$ cat src/rtl/alu_pkg.sv
`default_nettype none
// ============================================================================
// Module   : alu_pkg
// Purpose  : Shared definitions for the multi-cycle ALU: operation codes,
//            control-FSM state encoding and the illegal-op boundary.
// Revision : 1.0 - initial release
// ============================================================================
package alu_pkg;

    // Operation codes (4-bit op field)
    localparam logic [3:0] OP_AND  = 4'd0;
    localparam logic [3:0] OP_OR   = 4'd1;
    localparam logic [3:0] OP_ADD  = 4'd2;
    localparam logic [3:0] OP_SUB  = 4'd3;
    localparam logic [3:0] OP_SLT  = 4'd4;
    localparam logic [3:0] OP_SLL  = 4'd5;
    localparam logic [3:0] OP_SRL  = 4'd6;
    localparam logic [3:0] OP_SRA  = 4'd7;
    localparam logic [3:0] OP_MULU = 4'd8;
    localparam logic [3:0] OP_DIVU = 4'd9;

    // First illegal code; every code from here upward is illegal.
    localparam logic [3:0] ILLEGAL_OP = 4'd10;

    // Control FSM states
    typedef enum logic [1:0] {
        ST_IDLE = 2'd0,
        ST_MUL  = 2'd1,
        ST_DIV  = 2'd2,
        ST_DONE = 2'd3
    } state_t;

    function automatic logic is_illegal(input logic [3:0] code);
        return (code >= ILLEGAL_OP);
    endfunction

endpackage
`default_nettype wire

$ cat src/rtl/alu_muldiv_iter.sv
`default_nettype none
// ============================================================================
// Module   : alu_muldiv_iter
// Purpose  : Iterative unsigned multiply (shift-add) / restoring divide.
//            One bit per step, WIDTH steps per operation.
// Ports    : clk, rst     - clock, async active-high reset
//            load         - capture operands a/b and mode, clear counter
//            is_div       - mode captured on load (1 = divide, 0 = multiply)
//            step         - perform one iteration
//            a, b         - multiplier/multiplicand or dividend/divisor
//            last         - current step is the final iteration
//            lo_next      - low word after this step (product low / quotient)
//            hi_next      - high word after this step (product high / remainder)
// Revision : 1.0 - initial release
// ============================================================================
module alu_muldiv_iter #(
    parameter int WIDTH = 16
) (
    input  logic             clk,
    input  logic             rst,
    input  logic             load,
    input  logic             is_div,
    input  logic             step,
    input  logic [WIDTH-1:0] a,
    input  logic [WIDTH-1:0] b,
    output logic             last,
    output logic [WIDTH-1:0] lo_next,
    output logic [WIDTH-1:0] hi_next
);

    localparam int               CNT_W    = $clog2(WIDTH);
    localparam logic [CNT_W-1:0] LAST_CNT = CNT_W'(WIDTH - 1);

    logic [CNT_W-1:0] count;
    logic [WIDTH-1:0] lo;        // multiplier being consumed / dividend shifting into quotient
    logic [WIDTH-1:0] hi;        // product accumulator / partial remainder
    logic [WIDTH-1:0] opb;       // multiplicand / divisor
    logic             div_mode;

    logic [WIDTH:0]   mul_sum;
    logic [WIDTH:0]   div_shift;
    logic [WIDTH:0]   div_diff;
    logic             q_bit;

    always_comb begin
        mul_sum   = {1'b0, hi} + (lo[0] ? {1'b0, opb} : {(WIDTH+1){1'b0}});
        div_shift = {hi, lo[WIDTH-1]};
        div_diff  = div_shift - {1'b0, opb};
        // A clear borrow bit means the trial subtraction fits.
        q_bit     = ~div_diff[WIDTH];
        if (div_mode) begin
            hi_next = q_bit ? div_diff[WIDTH-1:0] : div_shift[WIDTH-1:0];
            lo_next = {lo[WIDTH-2:0], q_bit};
        end else begin
            // Shift the whole {carry,hi,lo} right by one; lo[0] is consumed.
            hi_next = mul_sum[WIDTH:1];
            lo_next = {mul_sum[0], lo[WIDTH-1:1]};
        end
    end

    assign last = (count == LAST_CNT);

    always_ff @(posedge clk or posedge rst) begin
        if (rst) begin
            count    <= '0;
            lo       <= '0;
            hi       <= '0;
            opb      <= '0;
            div_mode <= 1'b0;
        end else if (load) begin
            count    <= '0;
            lo       <= a;
            hi       <= '0;
            opb      <= b;
            div_mode <= is_div;
        end else if (step) begin
            count    <= count + 1'b1;
            lo       <= lo_next;
            hi       <= hi_next;
        end
    end

endmodule
`default_nettype wire

$ cat src/rtl/alu_multicycle.sv
`default_nettype none
// ============================================================================
// Module   : alu_multicycle
// Purpose  : Multi-cycle ALU with registered outputs and start/busy/done
//            handshake. Logic/arith/shift/compare complete in one cycle;
//            unsigned multiply and divide iterate for WIDTH cycles.
// Ports    : clk, rst   - clock, async active-high reset
//            start      - request, sampled only in IDLE
//            op         - operation code (alu_pkg OP_*)
//            inA, inB   - operands
//            shamt      - shift amount for SLL/SRL/SRA
//            busy       - multiply/divide in progress
//            done       - one-cycle completion pulse
//            result     - primary result (low product / quotient)
//            resultHi   - high product / remainder, 0 otherwise
//            zero       - result == 0
//            err        - divide by zero or illegal op
// Revision : 1.0 - initial release
// ============================================================================
module alu_multicycle
    import alu_pkg::*;
#(
    parameter int WIDTH   = 16,
    parameter int SHAMT_W = 4
) (
    input  logic               clk,
    input  logic               rst,
    input  logic               start,
    input  logic [3:0]         op,
    input  logic [WIDTH-1:0]   inA,
    input  logic [WIDTH-1:0]   inB,
    input  logic [SHAMT_W-1:0] shamt,
    output logic               busy,
    output logic               done,
    output logic [WIDTH-1:0]   result,
    output logic [WIDTH-1:0]   resultHi,
    output logic               zero,
    output logic               err
);

    state_t           state;
    state_t           next_state;

    logic             iter_load;
    logic             iter_is_div;
    logic             iter_step;
    logic             iter_last;
    logic [WIDTH-1:0] iter_lo_next;
    logic [WIDTH-1:0] iter_hi_next;

    logic [WIDTH-1:0] alu_out;
    logic             alu_illegal;

    logic             write_res;
    logic [WIDTH-1:0] res_lo;
    logic [WIDTH-1:0] res_hi;
    logic             res_err;

    // ------------------------------------------------------------------
    // Single-cycle operations
    // ------------------------------------------------------------------
    always_comb begin
        alu_out     = '0;
        alu_illegal = is_illegal(op);
        case (op)
            OP_AND:  alu_out = inA & inB;
            OP_OR:   alu_out = inA | inB;
            OP_ADD:  alu_out = inA + inB;
            OP_SUB:  alu_out = inA - inB;
            OP_SLT:  alu_out = {{(WIDTH-1){1'b0}}, ($signed(inA) < $signed(inB))};
            OP_SLL:  alu_out = inA << shamt;
            OP_SRL:  alu_out = inA >> shamt;
            OP_SRA:  alu_out = $signed(inA) >>> shamt;
            default: alu_out = '0;   // MULU/DIVU go through the iterator; illegal yields 0
        endcase
    end

    // ------------------------------------------------------------------
    // Iterative multiply / divide engine
    // ------------------------------------------------------------------
    alu_muldiv_iter #(
        .WIDTH (WIDTH)
    ) u_iter (
        .clk     (clk),
        .rst     (rst),
        .load    (iter_load),
        .is_div  (iter_is_div),
        .step    (iter_step),
        .a       (inA),
        .b       (inB),
        .last    (iter_last),
        .lo_next (iter_lo_next),
        .hi_next (iter_hi_next)
    );

    // ------------------------------------------------------------------
    // Control FSM: next state and result-write selection
    // ------------------------------------------------------------------
    always_comb begin
        next_state  = state;
        iter_load   = 1'b0;
        iter_is_div = 1'b0;
        iter_step   = 1'b0;
        write_res   = 1'b0;
        res_lo      = '0;
        res_hi      = '0;
        res_err     = 1'b0;
        case (state)
            ST_IDLE: begin
                if (start) begin
                    if (op == OP_MULU) begin
                        iter_load  = 1'b1;
                        next_state = ST_MUL;
                    end else if (op == OP_DIVU) begin
                        if (inB != '0) begin
                            iter_load   = 1'b1;
                            iter_is_div = 1'b1;
                            next_state  = ST_DIV;
                        end else begin
                            // Divide by zero finishes immediately with a saturated quotient.
                            write_res  = 1'b1;
                            res_lo     = '1;
                            res_hi     = inA;
                            res_err    = 1'b1;
                            next_state = ST_DONE;
                        end
                    end else begin
                        write_res  = 1'b1;
                        res_lo     = alu_out;
                        res_err    = alu_illegal;
                        next_state = ST_DONE;
                    end
                end
            end
            ST_MUL, ST_DIV: begin
                iter_step = 1'b1;
                if (iter_last) begin
                    // Capture the step's output directly so no extra cycle is spent.
                    write_res  = 1'b1;
                    res_lo     = iter_lo_next;
                    res_hi     = iter_hi_next;
                    next_state = ST_DONE;
                end
            end
            ST_DONE: begin
                next_state = ST_IDLE;
            end
            default: begin
                next_state = ST_IDLE;
            end
        endcase
    end

    // ------------------------------------------------------------------
    // State and registered outputs
    // ------------------------------------------------------------------
    always_ff @(posedge clk or posedge rst) begin
        if (rst) begin
            state    <= ST_IDLE;
            result   <= '0;
            resultHi <= '0;
            zero     <= 1'b0;
            err      <= 1'b0;
        end else begin
            state <= next_state;
            if (write_res) begin
                result   <= res_lo;
                resultHi <= res_hi;
                zero     <= (res_lo == '0);
                err      <= res_err;
            end
        end
    end

    assign busy = (state == ST_MUL) || (state == ST_DIV);
    assign done = (state == ST_DONE);

endmodule
`default_nettype wire

$ cat config.mk
export PLATFORM = sky130hd
export DESIGN_NAME = alu_multicycle
export DESIGN_NICKNAME = d
export VERILOG_FILES = /design/src/rtl/alu_pkg.sv /design/src/rtl/alu_muldiv_iter.sv /design/src/rtl/alu_multicycle.sv
export SDC_FILE = /design/constraint.sdc
export NUM_CORES = 1
export LEC_CHECK = 0
export BUFFER_PORTS_ARGS = -buffer_cell sky130_fd_sc_hd__clkbuf_2
export CAP_MARGIN = 20
export CORE_UTILIZATION = 45
export CTS_BUF_LIST = sky130_fd_sc_hd__clkbuf_2
export DETAILED_ROUTE_END_ITERATION = 10
export HOLD_SLACK_MARGIN = 0.1
export MAX_ROUTING_LAYER = met4
export PLACE_DENSITY_LB_ADDON = 0.05
export RECOVER_POWER = 50
export SLEW_MARGIN = 15
export SYNTH_ARGS = -nofsm -noshare
export SYNTH_HDL_FRONTEND = slang
export SYNTH_SLANG_ARGS = --single-unit
$ cat constraint.sdc
create_clock -name clk -period 3.15 [get_ports clk]
set_input_delay 0.1575 -clock clk [delete_from_list [all_inputs] [get_ports clk]]
set_output_delay 0.1575 -clock clk [all_outputs]
set_load 0.1 [all_outputs]
==> out/qor.csv, run 1 <==
metric,value,unit
synth_top_area_share,21.4,%
cts.path.max_buffers,2,
die_x,154,um
antenna_left,0,
r2r_start,u_iter.lo[0]$_DFFE_PP0P_,
p_leak,5.84,nW
p_per_area,1080,nW/um^2
synth_nets,1410,
met3_usage,4.23,%
finalCritPeriodShare,100,%
critPathMaxFanout,7,
io_pins,79,
synth_top_area_cell,dfrtp_1,
synthArstFlopShare,100,%
final_common_cell,buf_4,
reg2reg_slack,-0.01,ns
grt_pass1_vias,10326,
root_buffer,clkbuf_2,
fmax,0.316,GHz
worstPathArrival,3.72,ns
die-area,23700,um^2
hold_violations,0,
antenna_found_initial,1,
reg2reg_to,resultHi[12]$_DFFE_PP0P_,
yosys_warnings,0,
ys_types,98,
finClkSkew,0.0939,ns
coreArea,22600,um^2
grt.total_usage,36.5,%
cts.clk_slew.worst_paths,0.29,ns
die_h,154,um
drc_errors,0,
drt_iter0_markers,831,
initial_utilization,45.9,%
synth_edf_count,0,
grt_pass1_wl,63400,um
hold_ws,0.167,ns
cts_tree,built,
cts_buffers,9,
worstSetupEndpointType,flop,
rsz0062_at_grt,true,
drive_above_1_share,24.9,%
drt_wl_total,42400,um
place_ws,-0.168,ns
yosys-top-cells-area,"dfrtp_1, ha_1, mux4_2",
fin_crit,3.16,ns
vias,11032,
firstDrtPassIters,7,
grt_util_met1,52.6,%
cts_num_sinks,89,
reg2regPathDepth,12,
dp_hpwl,33500,um
htree_levels,3,
routabilityCongestion,1.00,
syn-cell-area,10400,um^2
tns,-0.0189,ns
cp-endpoint,resultHi[12]$_DFFE_PP0P_,
synthCells,1271,
insertion_delay,0.68,ns
layout_common_cells,"buf_4, nand2_1, nor2_1",
nets,1626,
required,3.71,ns
cap_violations,1,
wl_per_cell,23.9,um
synthFlopType,dfrtp_1,
worst_slew_pin_slew,2.52,ns
maxSlewHeadroom,-67.9,%
ys_ff_latch,89,
drv_slew,63,
seq_area_frac_synth,21.4,%
outcome,"finished, violations left",
setup_slack,-0.0119,ns
cp-start-kind,flop,
avgSynthCellArea,8.18,um^2
std_cell_rows,55,
grt_max_degree,63,
crit_type,reg2reg,
hold_class,in2reg,
seqCellArea,2230,um^2
grt-ovfl-total,0,
post_drt_via_cell_ratio,6.20,
multi_input_area,7680,um^2
n_fill_cell,2211,
busiest_layer,met2,
port_buffers,78,
startpoint,u_iter.lo[0]$_DFFE_PP0P_,
area_growth,24.1,%
globalRouteMet2Util,54.1,%
peakVddDrop,777,uV
setup_violations,2,
violations,"capacitance limit, slew limit, setup timing",
[flip-flops by register name, summed over array words and instances (netlist names)]
register         cells
resultHi            16
result              16
err                  1
u_iter.div_mode      1
u_iter.hi           16
u_iter.lo           16
u_iter.opb          16
state                2
zero                 1
u_iter.count         4
[synthesized netlist by cell type (9+ instances only)]
cell / n
nor2b_1: 16
o21ai_0: 89
a21o_1: 21
dfrtp_1: 89
o211ai_1: 30
nand2_1: 102
nand3_1: 34
clkbuf_1: 58
nor3_1: 25
a21oi_1: 97
mux4_2: 22
a31oi_1: 14
a211oi_1: 20
and3_1: 16
and2_1: 21
ha_1: 92
nor4_1: 9
buf_2: 15
a211o_1: 10
mux2i_1: 44
o21a_1: 11
nand4_1: 10
xnor2_1: 19
nand2b_1: 13
inv_1: 71
o22ai_1: 12
a221oi_1: 9
xor2_1: 9
nor2_1: 98
[cell families (layout without fill, tap and decap cells)]
group,after synthesis,in the layout,share of synthesized area [%]
compound gates,421,421,27.9
xor+xnor,28,28,2.36
fa+ha+maj,96,96,11.8
buf+inv,164,385,6.87
flops,89,89,21.4
mux,78,78,10.5
other cells,0,1,0
simple gates,395,395,19.0
[worst min-delay path by stage]
| stage | startpoint | endpoint | slack [ns] | cells past startpoint |
|---|---|---|---|---|
| 2_1_floorplan | inB[10] | u_iter.opb[10]$_DFFE_PP0P_ | 0.27 | 2 |
| 3_3_place_gp | rst | u_iter.count[0]$_DFFE_PP0P_ | 0.35 | 2 |
| 3_5_place_dp | rst | u_iter.count[0]$_DFFE_PP0P_ | 0.35 | 2 |
| 4_1_cts | rst | u_iter.count[0]$_DFFE_PP0P_ | 0.10 | 3 |
| 5_1_grt | op[3] | err$_DFFE_PP0P_ | 0.14 | 3 |
| 6_report | op[3] | err$_DFFE_PP0P_ | 0.17 | 3 |
[cell type report]
class | count | area share, %
Sequential cell | 89 | 17.3
Tap cell | 285 | 2.77
Clock inverter | 7 | 0.737
Clock buffer | 9 | 0.349
Multi-Input combinational cell | 1018 | 59.6
Inverter | 74 | 2.15
Timing Repair Buffer | 295 | 17.1
Antenna cell | 1 | 0.0194
[stage by stage]
| step | instance area, um^2 | total power, W | std cells | utilization, % |
|---|---|---|---|---|
| 3_5_place_dp | 12100 | 0.0119 | 1711 | 53.3 |
| 4_1_cts | 12600 | 0.0128 | 1765 | 55.6 |
| 6_report | 12900 | 0.0140 | 1778 | 57.0 |
| 3_3_place_gp | 12100 | 0.0118 | 1711 | 53.3 |
| 5_1_grt | 12900 | 0.0149 | 1778 | 57.0 |
| 2_1_floorplan | 10400 | 0.00933 | 1271 | - |
[where the power goes]
group          internal, W  switching (W)
registers          0.00170       0.000490
logic              0.00448        0.00660
clock network     0.000209       0.000500
[timing repair]
| item | 4_1_cts | 5_1_grt |
|---|---|---|
| pin swaps | 3 | 37 |
| hold buffers | 34 | 0 |
| endpoints found under the setup margin | 22 | 31 |
| resized for setup | 7 | 47 |
| buffers inserted | 4 | 14 |
| hold endpoints to repair | 103 | 0 |
| cloned | 0 | 1 |
[worst max-delay path: stages (launching register included)]
cell and delay (ns):
dfrtp_1 0.48, buf_6 0.16, and2_4 0.16, ha_4 0.22, a21o_1 0.16, a21o_1 0.15
o31a_1 0.33, o21a_1 0.24, o311a_4 0.39, o21ai_4 0.16, a21oi_2 0.06, or3b_1 0.40
a31o_2 0.21
[per-layer routing]
layer  up-vias  part of all wire (%)
met2       472                    43
met1      5369                    48
li1       5144                     -
met5         -                     0
met3        47                   6.8
met4         0                   2.1
Power figures use the tool's default switching activity.
==> run 2, diff against run 1 <==
- ABC_AREA: not set -> 1
==> run 2 against run 1 <==
The flow finishes with violations (capacitance limit, slew limit); largest power group unchanged; highest routed layer unchanged; synthesized area up 0.35%; clock-buffer cell count did not move; register-to-register slack gained 0.34 ns; sequential share of layout area increased by 1.8 points; critical path depth is 6 higher; wire length is 4.6% lower; non-clock buffer count is 140 lower.
==> out/qor.csv, run 2 <==
metric,value,unit,change
area_growth,11.8,%,
post_drt_via_cell_ratio,5.62,,-9.4%
syn-cell-area,10400,um^2,+0.35%
fin_crit,2.82,ns,-0.344 ns
finClkSkew,0.0487,ns,-0.0452 ns
combPwrFrac,73.0,%,-6.3 points
clock_power_share,6.9,%,+1.8 points
rsz0062_at_grt,false,,
yosys-top-cells-area,"dfrtp_1, nand2_1, ha_1",,
synthCells,1709,,+34%
cts_buffers,9,,unchanged
critPathMaxFanout,5,,-2
grt-ovfl-total,0,,unchanged
wl_per_cell,19.3,um,-19%
p_sw,0.00657,W,-13%
peakVddDrop,598,uV,-23%
final_common_cell,nand2_1,,
drt_wl_total,40500,um,-4.6%
netlist_top_cells_count,"nand2_1, inv_1, nand3_1, nor2_1, a21oi_1",,
drt_iter0_markers,1101,,+32%
coreArea,22700,um^2,+0.30%
grt_pass1_wl,62100,um,-2.2%
io_pins,79,,unchanged
crit_type,reg2reg,,
synthArstFlopShare,100,%,unchanged
final_util,51.3,%,-5.6 points
grt_pass1_vias,10891,,+5.5%
setup_slack,0.332,ns,+0.344 ns
antenna_found_initial,1,,unchanged
drive_above_1_share,9.70,%,-15 points
nets,1948,,+20%
maxSlewHeadroom,-56.3,%,+12 points
root_buffer,clkbuf_2,,
grt.total_usage,35.5,%,-0.99 points
stdcell_area,11700,um^2,-9.6%
place_ws,0.381,ns,+0.549 ns
cts.path.max_buffers,2,,unchanged
firstDrtPassIters,6,,-1
ys_types,52,,-47%
grt_max_degree,60,,-4.8%
fmax,0.355,GHz,+12%
cts.clk_slew.worst_paths,0.31,ns,+0.02 ns
p_per_area,937,nW/um^2,-14%
die_x,154,um,+0.17%
swShare,60.1,%,+5.8 points
worstSetupEndpointType,flop,,
cp-start-kind,flop,,
avgSynthCellArea,6.10,um^2,-25%
outcome,"finished, violations left",,
vias,11808,,+7.0%
worstPathArrival,3.35,ns,-0.37 ns
violations,"capacitance limit, slew limit",,
insertion_delay,0.61,ns,-0.07 ns
synth_top_area_share,21.4,%,-0.075 points
yosys_warnings,0,,unchanged
synth_top_area_cell,dfrtp_1,,
port_buffers,78,,unchanged
numPlacedInstances,2045,,+20%
cts_tree,built,,
ys_ff_latch,89,,unchanged
cap_violations,1,,unchanged
synthFlopType,dfrtp_1,,
seq_area_frac_synth,21.4,%,-0.075 points
p_int,0.00436,W,-32%
dp_hpwl,31600,um,-5.8%
finalCritPeriodShare,89.4,%,-11 points
antenna_left,0,,unchanged
hold_violations,0,,unchanged
synth_nets,1848,,+31%
synth_edf_count,0,,unchanged
initial_utilization,45.9,%,about the same
drv_slew,53,,-16%
htree_levels,3,,unchanged
synth_most_common_cell,nand2_1,,
worst_slew_pin_slew,2.33,ns,-0.187 ns
drc_errors,0,,unchanged
die-area,23800,um^2,+0.34%
cts_num_sinks,89,,unchanged
placed_area,11100,um^2,-7.6%
p_seq_share,20.1,%,+4.4 points
setup_violations,0,,-2
hold_class,in2reg,,
tns,0,ns,+0.0189 ns
std_cell_rows,55,,unchanged
die_h,154,um,+0.17%
routabilityCongestion,1.02,,+2.0%
layout_common_cells,"nand2_1, inv_1, nand3_1",,
layout.cells.non_filler,2100,,+18%
p_leak,6.38,nW,+9.3%
required,3.69,ns,-0.02 ns
## run 2: changes by cell type after synthesis, sizes merged, moves of 29 or more
cell / change
clkbuf: -34
inv: +160
mux2i: -44
nand2: +422
nand3: +184
nor2: +54
o21ai: -29
## run 2: metrics by stage
step / hold slack, ns / power [W]
final: 0.160 / 0.0109
after global routing: 0.119 / 0.0118
after CTS: 0.117 / 0.0108
after detailed placement: 0.301 / 0.0100
after global placement: 0.294 / 0.00996
after floorplan: 0.286 / 0.00816
## run 2: power by group through the flow
stage          sequential (W)  combinational [W]  clock [W]
3_5_place_dp          0.00221            0.00779          0
2_1_floorplan         0.00361            0.00456          0
4_1_cts               0.00219            0.00785   0.000763
3_3_place_gp          0.00221            0.00775          0
5_1_grt               0.00226            0.00876   0.000810
6_report              0.00219            0.00798   0.000758
## run 2: logic make-up (layout without fill, tap and decap cells)
kind of cell	after synthesis	count (layout)	synth area share, %
adder cells (fa/ha/maj)	96	96	11.8
flip-flops	89	89	21.4
AND/OR/NAND/NOR	944	944	39.0
buffers and inverters	299	404	11.6
multiplexers	1	1	0.0960
AO/OA/AOI/OAI	260	260	14.5
other	0	1	0
XOR/XNOR	20	20	1.68
## run 2: worst paths after layout
check                                               start                        to  slack (ns)  cells after the start
worst max-delay path            u_iter.lo[15]$_DFFE_PP0P_   resultHi[0]$_DFFE_PP0P_        0.33                     18
worst min-delay path                               inA[9]  u_iter.lo[9]$_DFFE_PP0P_        0.16                      5
worst max register to register  u_iter.lo[15]$_DFFE_PP0P_   resultHi[0]$_DFFE_PP0P_        0.33                     18
worst min register to register     result[12]$_DFFE_PP0P_    result[12]$_DFFE_PP0P_        0.52                      2
max in group asynchronous                             rst  resultHi[10]$_DFFE_PP0P_        0.71                      4
min in group asynchronous                             rst      state[0]$_DFFE_PP0P_        0.64                      3
## run 2: final cells by class
| class | instances | area [um^2] |
|---|---|---|
| Fill cell | 2446 | 11000 |
| Sequential cell | 89 | 2230 |
| Antenna cell | 1 | 2.50 |
| Tap cell | 285 | 357 |
| Multi-Input combinational cell | 1321 | 7000 |
| Inverter | 233 | 882 |
| Clock buffer | 9 | 45.0 |
| Clock inverter | 7 | 111 |
| Timing Repair Buffer | 155 | 1040 |
## run 2: worst max-delay path: stages, from the launching register on
cell and delay, ns:
dfrtp_1 0.45, inv_1 0.10, ha_1 0.15, inv_1 0.06, fa_1 0.46, nand3_1 0.09
nand2_1 0.10, nand2_1 0.09, nand3_2 0.10, nand3b_1 0.12, nand3_1 0.08, nand2_1 0.15
clkinvlp_4 0.19, buf_4 0.18, nand2_1 0.05, o211ai_1 0.08, nand2_1 0.11, nand2_1 0.07
a21oi_1 0.13
## run 2: what timing repair did
| action | 4_1_cts | 5_1_grt |
|---|---|---|
| buffers inserted | 0 | 3 |
| resized for setup | 0 | 1 |
| setup endpoints to repair | 0 | 1 |
| hold endpoints to repair | 92 | 0 |
| hold buffers | 35 | 0 |
## run 2: routing by layer
metal	wire [um]	share of wire, %	vias to the layer above	GRT usage, %
li1	-	-	5771	-
met5	0	0	-	-
met3	3050	7.5	87	5.32
met1	17600	43	5444	46.3
met4	1790	4.4	0	14.6
met2	18100	45	506	55.1
==> run 3, diff against run 2 <==
- MAX_ROUTING_LAYER: met4 -> not set
- SKIP_LAST_GASP: not set -> 1
==> run 3 against run 2 <==
The flow still finishes with violations (capacitance limit, slew limit); non-clock buffer count increased by 3; sequential cell count is the same; wire length fell by 0.79%; final area down 0.14%; sequential share of layout area about the same; critical path depth fell by 2; power shrank 1.9%; critical path type unchanged; register-to-register slack is essentially flat; worst setup slack worse by 0.0065 ns.
==> out/qor.csv, run 3 (same netlist as run 2, synthesis figures left out) <==
metric,value,unit,change
outcome,"finished, violations left",,
violations,"capacitance limit, slew limit",,
post_drt_via_cell_ratio,5.65,,+0.44%
insertion_delay,0.61,ns,about the same
cts_buffers,9,,unchanged
root_buffer,clkbuf_2,,
cap_violations,1,,unchanged
required,3.65,ns,-0.04 ns
coreArea,22700,um^2,unchanged
cts.clk_slew.worst_paths,0.26,ns,-0.05 ns
dp_hpwl,31400,um,-0.55%
stdcell_area,11600,um^2,-0.14%
drive_above_1_share,9.75,%,+0.044 points
p_per_area,921,nW/um^2,-1.8%
finClkSkew,0.0347,ns,-0.0140 ns
p_int,0.00419,W,-4.0%
p_leak,6.38,nW,about the same
grt-ovfl-total,0,,unchanged
io_pins,79,,unchanged
clock_power_share,5.0,%,-1.9 points
fmax,0.354,GHz,-0.23%
p_seq_share,20.4,%,+0.3 points
firstDrtPassIters,8,,+2
combPwrFrac,74.6,%,+1.6 points
std_cell_rows,55,,unchanged
final_common_cell,nand2_1,,
placed_area,11200,um^2,+0.11%
reg2reg_slack,0.33,ns,about the same
drt_wl_total,40100,um,-0.79%
grt_max_degree,60,,unchanged
htree_levels,3,,unchanged
port_buffers,78,,unchanged
hold_class,in2reg,,
drc_errors,0,,unchanged
worstSetupEndpointType,flop,,
peakVddDrop,490,uV,-18%
die_x,154,um,unchanged
maxSlewHeadroom,-22.9,%,+33 points
drv_slew,45,,-15%
die_h,154,um,unchanged
routabilityCongestion,1.03,,+0.66%
critPathMaxFanout,6,,+1
cts_tree,built,,
hold_violations,0,,unchanged
grt.total_usage,34.0,%,-1.5 points
hold_ws,0.210,ns,+0.0503 ns
swShare,61.0,%,+0.84 points
initial_utilization,45.9,%,unchanged
cts.path.max_buffers,2,,unchanged
antenna_found_initial,1,,unchanged
area_growth,11.6,%,
die-area,23800,um^2,unchanged
cp-start-kind,flop,,
setup_violations,0,,unchanged
finalCritPeriodShare,89.7,%,+0.21 points
drt_iter0_markers,1361,,+24%
grt_pass1_vias,10902,,+0.10%
worst_slew_pin_slew,1.84,ns,-0.490 ns
antenna_left,0,,unchanged
wl_per_cell,19.1,um,-0.89%
nets,1951,,+0.15%
crit_type,reg2reg,,
cts_num_sinks,89,,unchanged
worstPathArrival,3.33,ns,-0.02 ns
vias,11871,,+0.53%
grt_pass1_wl,61500,um,-0.88%
rsz0062_at_grt,true,,
p_sw,0.00654,W,-0.53%
layout_common_cells,"nand2_1, inv_1, nand3_1",,
fin_crit,2.82,ns,+0.00647 ns
tns,0,ns,unchanged
## run 3: changes by cell type in the layout (fill, tap and decap cells not counted), moves of 2 or more
cell,delta
bufinv_16,-2
clkinvlp_4,+2
inv_6,-2
clkbuf_2,+2
dlygate4sd3_1,+3
clkbuf_1,-4
## run 3: cell type report
cell class / instances / area (um^2)
diodes: 1 / 2.50
fillers: 2515 / 11100
well taps: 285 / 357
repair buffers: 158 / 1090
multi-input cells: 1321 / 7000
inverters: 233 / 881
flip-flops and latches: 89 / 2230
clock inverters: 6 / 43.8
clock buffers: 9 / 45.0
## run 3: metrics by stage
| step | power [W] | setup slack (ns) | util (%) | std cells |
|---|---|---|---|---|
| 6_report | 0.0107 | 0.326 | 51.3 | 2102 |
| 5_1_grt | 0.0116 | -0.0280 | 51.3 | 2102 |
| 4_1_cts | 0.0106 | 0.317 | 51.2 | 2098 |
| 3_5_place_dp | 0.0100 | 0.328 | 49.1 | 2045 |
| 3_3_place_gp | 0.00994 | 0.427 | 49.1 | 2045 |
| 2_1_floorplan | 0.00816 | 0.423 | - | 1709 |
## run 3: path summary, 6_finish.rpt
kind / cells after the start / to / start
setup / recovery: 16 / u_iter.hi[4]$_DFFE_PP0P_ / u_iter.lo[15]$_DFFE_PP0P_
hold / removal: 5 / state[0]$_DFFE_PP0P_ / op[2]
setup reg to reg: 16 / u_iter.hi[4]$_DFFE_PP0P_ / u_iter.lo[15]$_DFFE_PP0P_
hold reg to reg: 2 / result[14]$_DFFE_PP0P_ / result[14]$_DFFE_PP0P_
max in group asynchronous: 4 / u_iter.opb[4]$_DFFE_PP0P_ / rst
min in group asynchronous: 4 / result[13]$_DFFE_PP0P_ / rst
## run 3: repair_timing
action	4_1_cts	5_1_grt
endpoints found under the hold margin	133	0
resized for setup	0	1
setup buffers	0	3
hold buffers	38	0
endpoints found under the setup margin	0	3
## run 3: worst max-delay path: stages, from the launching register on
cell and delay (ns):
dfrtp_1 0.43, inv_1 0.10, ha_1 0.15, inv_1 0.06
fa_1 0.46, nand3_1 0.09, nand2_1 0.10, nand2_1 0.09
nand3_2 0.11, nand3b_1 0.13, nand3_1 0.08, nand2_1 0.15
clkinvlp_4 0.19, buf_12 0.17, o211ai_1 0.15, nand2_1 0.11
a22o_1 0.19
## run 3: routing by layer
metal / track usage [%] / share of wire, % / wire length [um]
met3: 3.36 / 7.5 / 3020
met4: 14.9 / 4.6 / 1860
met1: 46.1 / 43 / 17300
met5: 0 / 0 / 0
met2: 55.0 / 45 / 17900
## run 3: power groups by stage
stage               combinational [W]  sequential, W  clock [W]
detailed placement            0.00780        0.00221          0
global route                  0.00874        0.00225   0.000611
finish                        0.00800        0.00219   0.000541
floorplan                     0.00456        0.00361          0
CTS                           0.00786        0.00219   0.000561
global placement              0.00774        0.00221          0
